## src/rtl/mul_sched_pkg.sv

```systemverilog
// Shared types and defaults for the multiplier scheduler slice.
package mul_sched_pkg;

  typedef enum logic [1:0] {IDLE, LOAD, RUN, RESP} state_t;

  localparam int N_DEF    = 4;
  localparam int NREQ_DEF = 4;
  localparam int TMO_DEF  = 8;

  // Requester index width, never below one bit.
  function automatic int id_width(input int nreq);
    return (nreq > 1) ? $clog2(nreq) : 1;
  endfunction

endpackage

```

## src/rtl/mul_sched_if.sv

```systemverilog
// Request/response channels between the ALU issue logic and the scheduler.
interface mul_sched_if
  import mul_sched_pkg::*;
#(
  parameter int N    = N_DEF,
  parameter int NREQ = NREQ_DEF
) ();

  localparam int IW = id_width(NREQ);

  logic [NREQ-1:0]   req_valid;
  logic [NREQ-1:0]   req_ready;
  logic [NREQ*N-1:0] req_q;
  logic [NREQ*N-1:0] req_m;
  logic              rsp_valid;
  logic              rsp_ready;
  logic [IW-1:0]     rsp_id;
  logic [2*N-1:0]    rsp_p;
  logic              rsp_err;

  modport master (
    output req_valid, req_q, req_m, rsp_ready,
    input  req_ready, rsp_valid, rsp_id, rsp_p, rsp_err
  );

  modport slave (
    input  req_valid, req_q, req_m, rsp_ready,
    output req_ready, rsp_valid, rsp_id, rsp_p, rsp_err
  );

endinterface

```

## src/rtl/mul_sched_rr_arbiter.sv

```systemverilog
// Combinational round-robin picker: first valid requester at or after ptr.
module rr_arbiter
  import mul_sched_pkg::*;
#(
  parameter int NREQ = NREQ_DEF,
  parameter int IW   = id_width(NREQ)
) (
  input  logic [NREQ-1:0] req,
  input  logic [IW-1:0]   ptr,
  output logic [NREQ-1:0] grant,
  output logic [IW-1:0]   grant_idx,
  output logic            any
);

  int            raw;
  logic [IW-1:0] idx;

  // Wrap manually so non-power-of-two NREQ works too.
  always_comb begin
    grant     = '0;
    grant_idx = '0;
    any       = 1'b0;
    raw       = 0;
    idx       = '0;
    for (int k = 0; k < NREQ; k++) begin
      raw = int'(ptr) + k;
      if (raw >= NREQ) raw = raw - NREQ;
      idx = IW'(raw);
      if (!any && req[idx]) begin
        any        = 1'b1;
        grant[idx] = 1'b1;
        grant_idx  = idx;
      end
    end
  end

endmodule

```

## src/rtl/mul_sched.sv

```systemverilog
// Shares one sequential signed multiplier among NREQ requesters with
// round-robin arbitration, load/run sequencing and a run timeout.
module mul_sched
  import mul_sched_pkg::*;
#(
  parameter int N    = N_DEF,
  parameter int NREQ = NREQ_DEF,
  parameter int TMO  = TMO_DEF
) (
  input  logic           clk,
  input  logic           reset,
  mul_sched_if.slave     bus,
  output logic           busy,
  output logic           mul_rst_n,
  output logic [N-1:0]   mul_q,
  output logic [N-1:0]   mul_m,
  input  logic           mul_done,
  input  logic [2*N-1:0] mul_p
);

  localparam int IW = id_width(NREQ);
  localparam int CW = $clog2(TMO + 1);

  state_t          state, state_nxt;
  logic [IW-1:0]   rr_ptr;
  logic [CW-1:0]   run_cnt;
  logic [NREQ-1:0] grant;
  logic [IW-1:0]   grant_idx;
  logic            grant_any;
  logic            accept;
  logic            timeout;

  rr_arbiter #(.NREQ(NREQ), .IW(IW)) u_arb (
    .req       (bus.req_valid),
    .ptr       (rr_ptr),
    .grant     (grant),
    .grant_idx (grant_idx),
    .any       (grant_any)
  );

  assign accept  = (state == IDLE) && grant_any;
  assign timeout = (run_cnt == CW'(TMO - 1));

  always_ff @(posedge clk or negedge reset) begin
    if (!reset) state <= IDLE;
    else        state <= state_nxt;
  end

  // Completion is checked before timeout so a late-but-valid done still wins.
  always_comb begin
    state_nxt = state;
    case (state)
      IDLE: if (accept) state_nxt = LOAD;
      LOAD: state_nxt = RUN;
      RUN:  if (mul_done || timeout) state_nxt = RESP;
      RESP: if (bus.rsp_ready) state_nxt = IDLE;
      default: state_nxt = IDLE;
    endcase
  end

  always_comb begin
    bus.req_ready = (state == IDLE) ? grant : '0;
    bus.rsp_valid = (state == RESP);
    busy          = (state != IDLE);
  end

  // Operands stay put through RUN since the multiplier samples q late.
  always_ff @(posedge clk or negedge reset) begin
    if (!reset) begin
      rr_ptr      <= '0;
      run_cnt     <= '0;
      mul_rst_n   <= 1'b0;
      mul_q       <= '0;
      mul_m       <= '0;
      bus.rsp_id  <= '0;
      bus.rsp_p   <= '0;
      bus.rsp_err <= 1'b0;
    end else begin
      mul_rst_n <= (state_nxt == RUN);
      if (accept) begin
        rr_ptr     <= (grant_idx == IW'(NREQ - 1)) ? '0 : grant_idx + 1'b1;
        mul_q      <= bus.req_q[int'(grant_idx)*N +: N];
        mul_m      <= bus.req_m[int'(grant_idx)*N +: N];
        bus.rsp_id <= grant_idx;
      end
      case (state)
        LOAD: run_cnt <= '0;
        RUN: begin
          run_cnt <= run_cnt + 1'b1;
          if (mul_done) begin
            bus.rsp_p   <= mul_p;
            bus.rsp_err <= 1'b0;
          end else if (timeout) begin
            bus.rsp_p   <= '0;
            bus.rsp_err <= 1'b1;
          end
        end
        default: ;
      endcase
    end
  end

endmodule
```

## src/flat_wrapper.sv

```systemverilog
// flat-port wrapper written by rule: the top's interface ports become plain ports
module mul_sched_flat import mul_sched_pkg::*;
#(
  parameter int N    = N_DEF,
  parameter int NREQ = NREQ_DEF,
  parameter int TMO  = TMO_DEF
)
  (clk, reset, busy, mul_rst_n, mul_q, mul_m, mul_done, mul_p, bus_req_valid, bus_req_q, bus_req_m, bus_rsp_ready, bus_req_ready, bus_rsp_valid, bus_rsp_id, bus_rsp_p, bus_rsp_err);
  mul_sched_if #(.N(N), .NREQ(NREQ)) bus_i ();
  input  logic clk;
  input  logic reset;
  output logic busy;
  output logic mul_rst_n;
  output logic [N-1:0] mul_q;
  output logic [N-1:0] mul_m;
  input  logic mul_done;
  input  logic [2*N-1:0] mul_p;
  input wire logic [$bits(bus_i.req_valid)-1:0] bus_req_valid;
  input wire logic [$bits(bus_i.req_q)-1:0] bus_req_q;
  input wire logic [$bits(bus_i.req_m)-1:0] bus_req_m;
  input wire logic [$bits(bus_i.rsp_ready)-1:0] bus_rsp_ready;
  output wire logic [$bits(bus_i.req_ready)-1:0] bus_req_ready;
  output wire logic [$bits(bus_i.rsp_valid)-1:0] bus_rsp_valid;
  output wire logic [$bits(bus_i.rsp_id)-1:0] bus_rsp_id;
  output wire logic [$bits(bus_i.rsp_p)-1:0] bus_rsp_p;
  output wire logic [$bits(bus_i.rsp_err)-1:0] bus_rsp_err;
  assign bus_i.req_valid = bus_req_valid;
  assign bus_i.req_q = bus_req_q;
  assign bus_i.req_m = bus_req_m;
  assign bus_i.rsp_ready = bus_rsp_ready;
  assign bus_req_ready = bus_i.req_ready;
  assign bus_rsp_valid = bus_i.rsp_valid;
  assign bus_rsp_id = bus_i.rsp_id;
  assign bus_rsp_p = bus_i.rsp_p;
  assign bus_rsp_err = bus_i.rsp_err;
  mul_sched #(.N(N), .NREQ(NREQ), .TMO(TMO)) u_core (.clk(clk), .reset(reset), .bus(bus_i), .busy(busy), .mul_rst_n(mul_rst_n), .mul_q(mul_q), .mul_m(mul_m), .mul_done(mul_done), .mul_p(mul_p));
endmodule
```

## config.mk

```make
export PLATFORM = sky130hd
export DESIGN_NAME = mul_sched_flat
export DESIGN_NICKNAME = d
export VERILOG_FILES = /design/src/rtl/mul_sched_pkg.sv /design/src/rtl/mul_sched_if.sv /design/src/rtl/mul_sched_rr_arbiter.sv /design/src/rtl/mul_sched.sv /design/src/flat_wrapper.sv
export SDC_FILE = /design/constraint.sdc
export NUM_CORES = 1
export LEC_CHECK = 0
export ABC_AREA = 1
export CORE_MARGIN = 2
export CORE_UTILIZATION = 45
export CTS_CLUSTER_SIZE = 40
export DETAILED_ROUTE_END_ITERATION = 10
export GPL_TIMING_DRIVEN = 0
export PLACE_DENSITY = 0.8
export SKIP_LAST_GASP = 1
export SYNTH_ARGS = -nofsm -noshare
export SYNTH_HDL_FRONTEND = slang
export SYNTH_SLANG_ARGS = --single-unit
```

## constraint.sdc

```tcl
create_clock -name clk -period 3.6 [get_ports clk]
set_clock_uncertainty 0.05 [all_clocks]
set_input_delay 0.54 -clock clk [delete_from_list [all_inputs] [get_ports clk]]
set_output_delay 0.54 -clock clk [all_outputs]
set_load 0.1 [all_outputs]
```

==> reports/metrics.csv <==
stage,metric,value,unit
outcome,outcome,"complete, no violations",
yosys,yosys_warnings,0,
sta,hold_violations,0,
sta,finalCritPeriodShare,0.9381,
sta,slew_violations,0,
placement,dp.cells,422,
sta,setup_violations,0,
global_route,grt_usage,0.2011,
yosys,synth_area_leader_cell,dfrtp_1,
cts,clk_latency,0.27,ns
sta,worst-slew-pin-transition,0.9958,ns
cts,cts_root_buf,clkbuf_8,
placement,place_ws,-0.3599,ns
cts,numCtsBuffers,3,
cts,cts.sinks,28,
cts,cts_resized,20,
floorplan,die_x,72.43,um
critical_path,path_cells,inv_1 -> ha_1 -> inv_1 -> nand3_1 -> nand2_2 -> inv_2 -> nor3_2 -> nand3_1 -> nand4_1 -> nand2_1 -> inv_1 -> clkbuf_4,
cts,cts_tree,yes,
floorplan,num_io_pins,74,
critical_path,cp_data_required_time,3.01,ns
detailed_routing,drcViolationCount,0,
global_route,first_global_vias,2017,
finish,syn2layout_area_growth,40.20,%
cts,clkTransAtPathRegs,0.08,ns
global_route,antenna_found_initial,0,
critical_path,cp_top_family,buffers and inverters,
sta,setup_ws,0.2230,ns
detailed_routing,wire_per_inst,12.42,um
global_route,overflow,0,
floorplan,fp.dieArea,5245,um^2
cts,ctsHoldBuffers,0,
critical_path,end_kind,primary output,
critical_path,cpMostUsedCell,inv_1,
placement,dpl.hpwl,4.076,mm
global_route,grt_max_degree,29,
global_route,grt_pass1_wl,8.700,mm
critical_path,slowest_stage,dfrtp_1,
critical_path,crit_path_start_kind,flip-flop,
placement,place_congestion,0.8661,
detailed_routing,via_count,2166,
yosys,synth_fp_nets,359,
detailed_routing,first_pass_iters,4,
detailed_routing,drt_wl_total,5.291,mm
finish,nets,438,
finish,final_layout_size_suffix_gt1_frac,0.1043,
finish,ff_latch_area,700.7,um^2
floorplan,coreArea,4444,um^2
finish,multiInputGateArea,1147,um^2
floorplan,start_util,0.4741,
finish,stdcell_count,426,
yosys,synth.area.top_cells,"dfrtp_1 33%, nand2_1 14%, nand3_1 12%",
finish,antennaDiodeCount,0,
placement,port_buffers,73,
critical_path,path_max_fanout,9,
detailed_routing,postRouteAntennaNets,0,
sta,fin_crit,3.377,ns
yosys,syn_inst,297,
finish,layout_common_cells,"76 x nand2_1, 69 x clkdlybuf4s50_1, 49 x inv_1, 49 x nand3_1, 28 x dfrtp_1",
sta,relSlewSlack,0.3340,
detailed_routing,via_per_inst,5.085,
floorplan,rows,24,
finish,nFillCells,421,
yosys,postSynthAreaPerCell,7.094,um^2
cts,h-tree-depth,1,
yosys,syn_area,2107,um^2
flow_run,max-cap-violations,0,
worst_hold_path,hold_path_class,reg -> reg,
floorplan,die_h,72.43,um
yosys,synth_top_area_frac,0.3325,
critical_path,crit_buf_inv,5,
yosys,yosysUniqueCellTypes,31,
critical_path,critPathArrivalTime,2.79,ns
yosys,ys_seq_area_frac,0.3325,
cts,clockBufferDepth,2,
critical_path,worst-setup-path-type,reg -> out,
cts,post_cts_buffers,0,
yosys,ys_seq_elements,28,
critical_path,cpPeakStageDelay,0.53,ns
detailed_routing,first_iter_violations,80,
sta,max_freq,0.2961,GHz
finish,final_common_cell,nand2_1,
## area by class of cell
cell class / count / area share
buffer: 9 / 0.01948
clock buffer: 3 / 0.01398
inverter: 55 / 0.06989
multi-input combinational: 205 / 0.3884
sequential: 28 / 0.2372
tap: 52 / 0.02202
timing repair buffer: 74 / 0.2490
## synth_stat cells (all sizes together)
library cell / n
o21ai: 3
nor2: 17
a22oi: 4
a21boi: 2
dfrtp: 28
clkbuf: 2
nor3: 1
nand4: 5
ha: 14
nand2: 84
nand3: 54
o21a: 1
o31ai: 1
or2: 2
buf: 7
clkinv: 1
a21oi: 7
o22ai: 1
a22o: 8
inv: 54
a31oi: 1
## worst min-delay path, delay by kind of cell (launching register included)
kind,cells,cell delay (ns)
flip-flops,1,0.36
AND/OR/NAND/NOR,2,0.12
## state kept, by name, summed over array words and instances, names as in the netlist
name / cells
u_core.bus.rsp_p: 8
u_core.mul_m: 4
u_core.mul_q: 4
u_core.run_cnt: 4
u_core.bus.rsp_id: 2
u_core.rr_ptr: 2
u_core.state: 2
u_core.bus.rsp_err: 1
u_core.mul_rst_n: 1
## routing by layer
| metal | vias to the layer above | global-route usage | wire length (um) |
|---|---|---|---|
| met5 | - | 0 | 0 |
| met4 | 0 | 0.03704 | 58 |
| met3 | 8 | 0.02778 | 259 |
| met2 | 73 | 0.3415 | 2526 |
| met1 | 979 | 0.2772 | 2447 |
| li1 | 1106 | - | - |
## cells by family (layout without fill, tap and decap cells)
group | after synthesis | after routing | share of synthesized area
simple gates | 163 | 163 | 0.3676
buf+inv | 64 | 141 | 0.1253
compound gates | 28 | 28 | 0.09145
flops | 28 | 28 | 0.3325
fa+ha+maj | 14 | 14 | 0.08314
## stage by stage
| stage | hold slack [ns] | cell area [um^2] | TNS, ns | utilization |
|---|---|---|---|---|
| 6_report | 0.4531 | 2954 | 0 | 0.6647 |
| 5_1_grt | 0.4726 | 2954 | -0.01077 | 0.6647 |
| 4_1_cts | 0.4494 | 2924 | 0 | 0.6579 |
| 3_5_place_dp | 0.4201 | 2903 | -1.387 | 0.6532 |
| 3_3_place_gp | 0.4180 | 2903 | -1.364 | 0.6532 |
| 2_1_floorplan | 0.1944 | 2107 | 0 | - |
## final timing paths
check	slack, ns	depth (start not counted)	endpoint	from
worst min-delay path	0.45	2	u_core.mul_m[1]	u_core.mul_m[1]
worst max-delay path	0.22	12	bus_req_ready[1]	u_core.rr_ptr[1]
worst min register to register	0.45	2	u_core.mul_m[1]	u_core.mul_m[1]
max in group asynchronous	2.53	2	u_core.bus.rsp_p[6]	reset
worst max register to register	0.82	13	u_core.rr_ptr[1]	u_core.rr_ptr[1]
min in group asynchronous	0.49	1	u_core.run_cnt[3]	reset
Power is not shown: default switching activity piles up to over one toggle a cycle in this logic, so the estimate is an artifact.
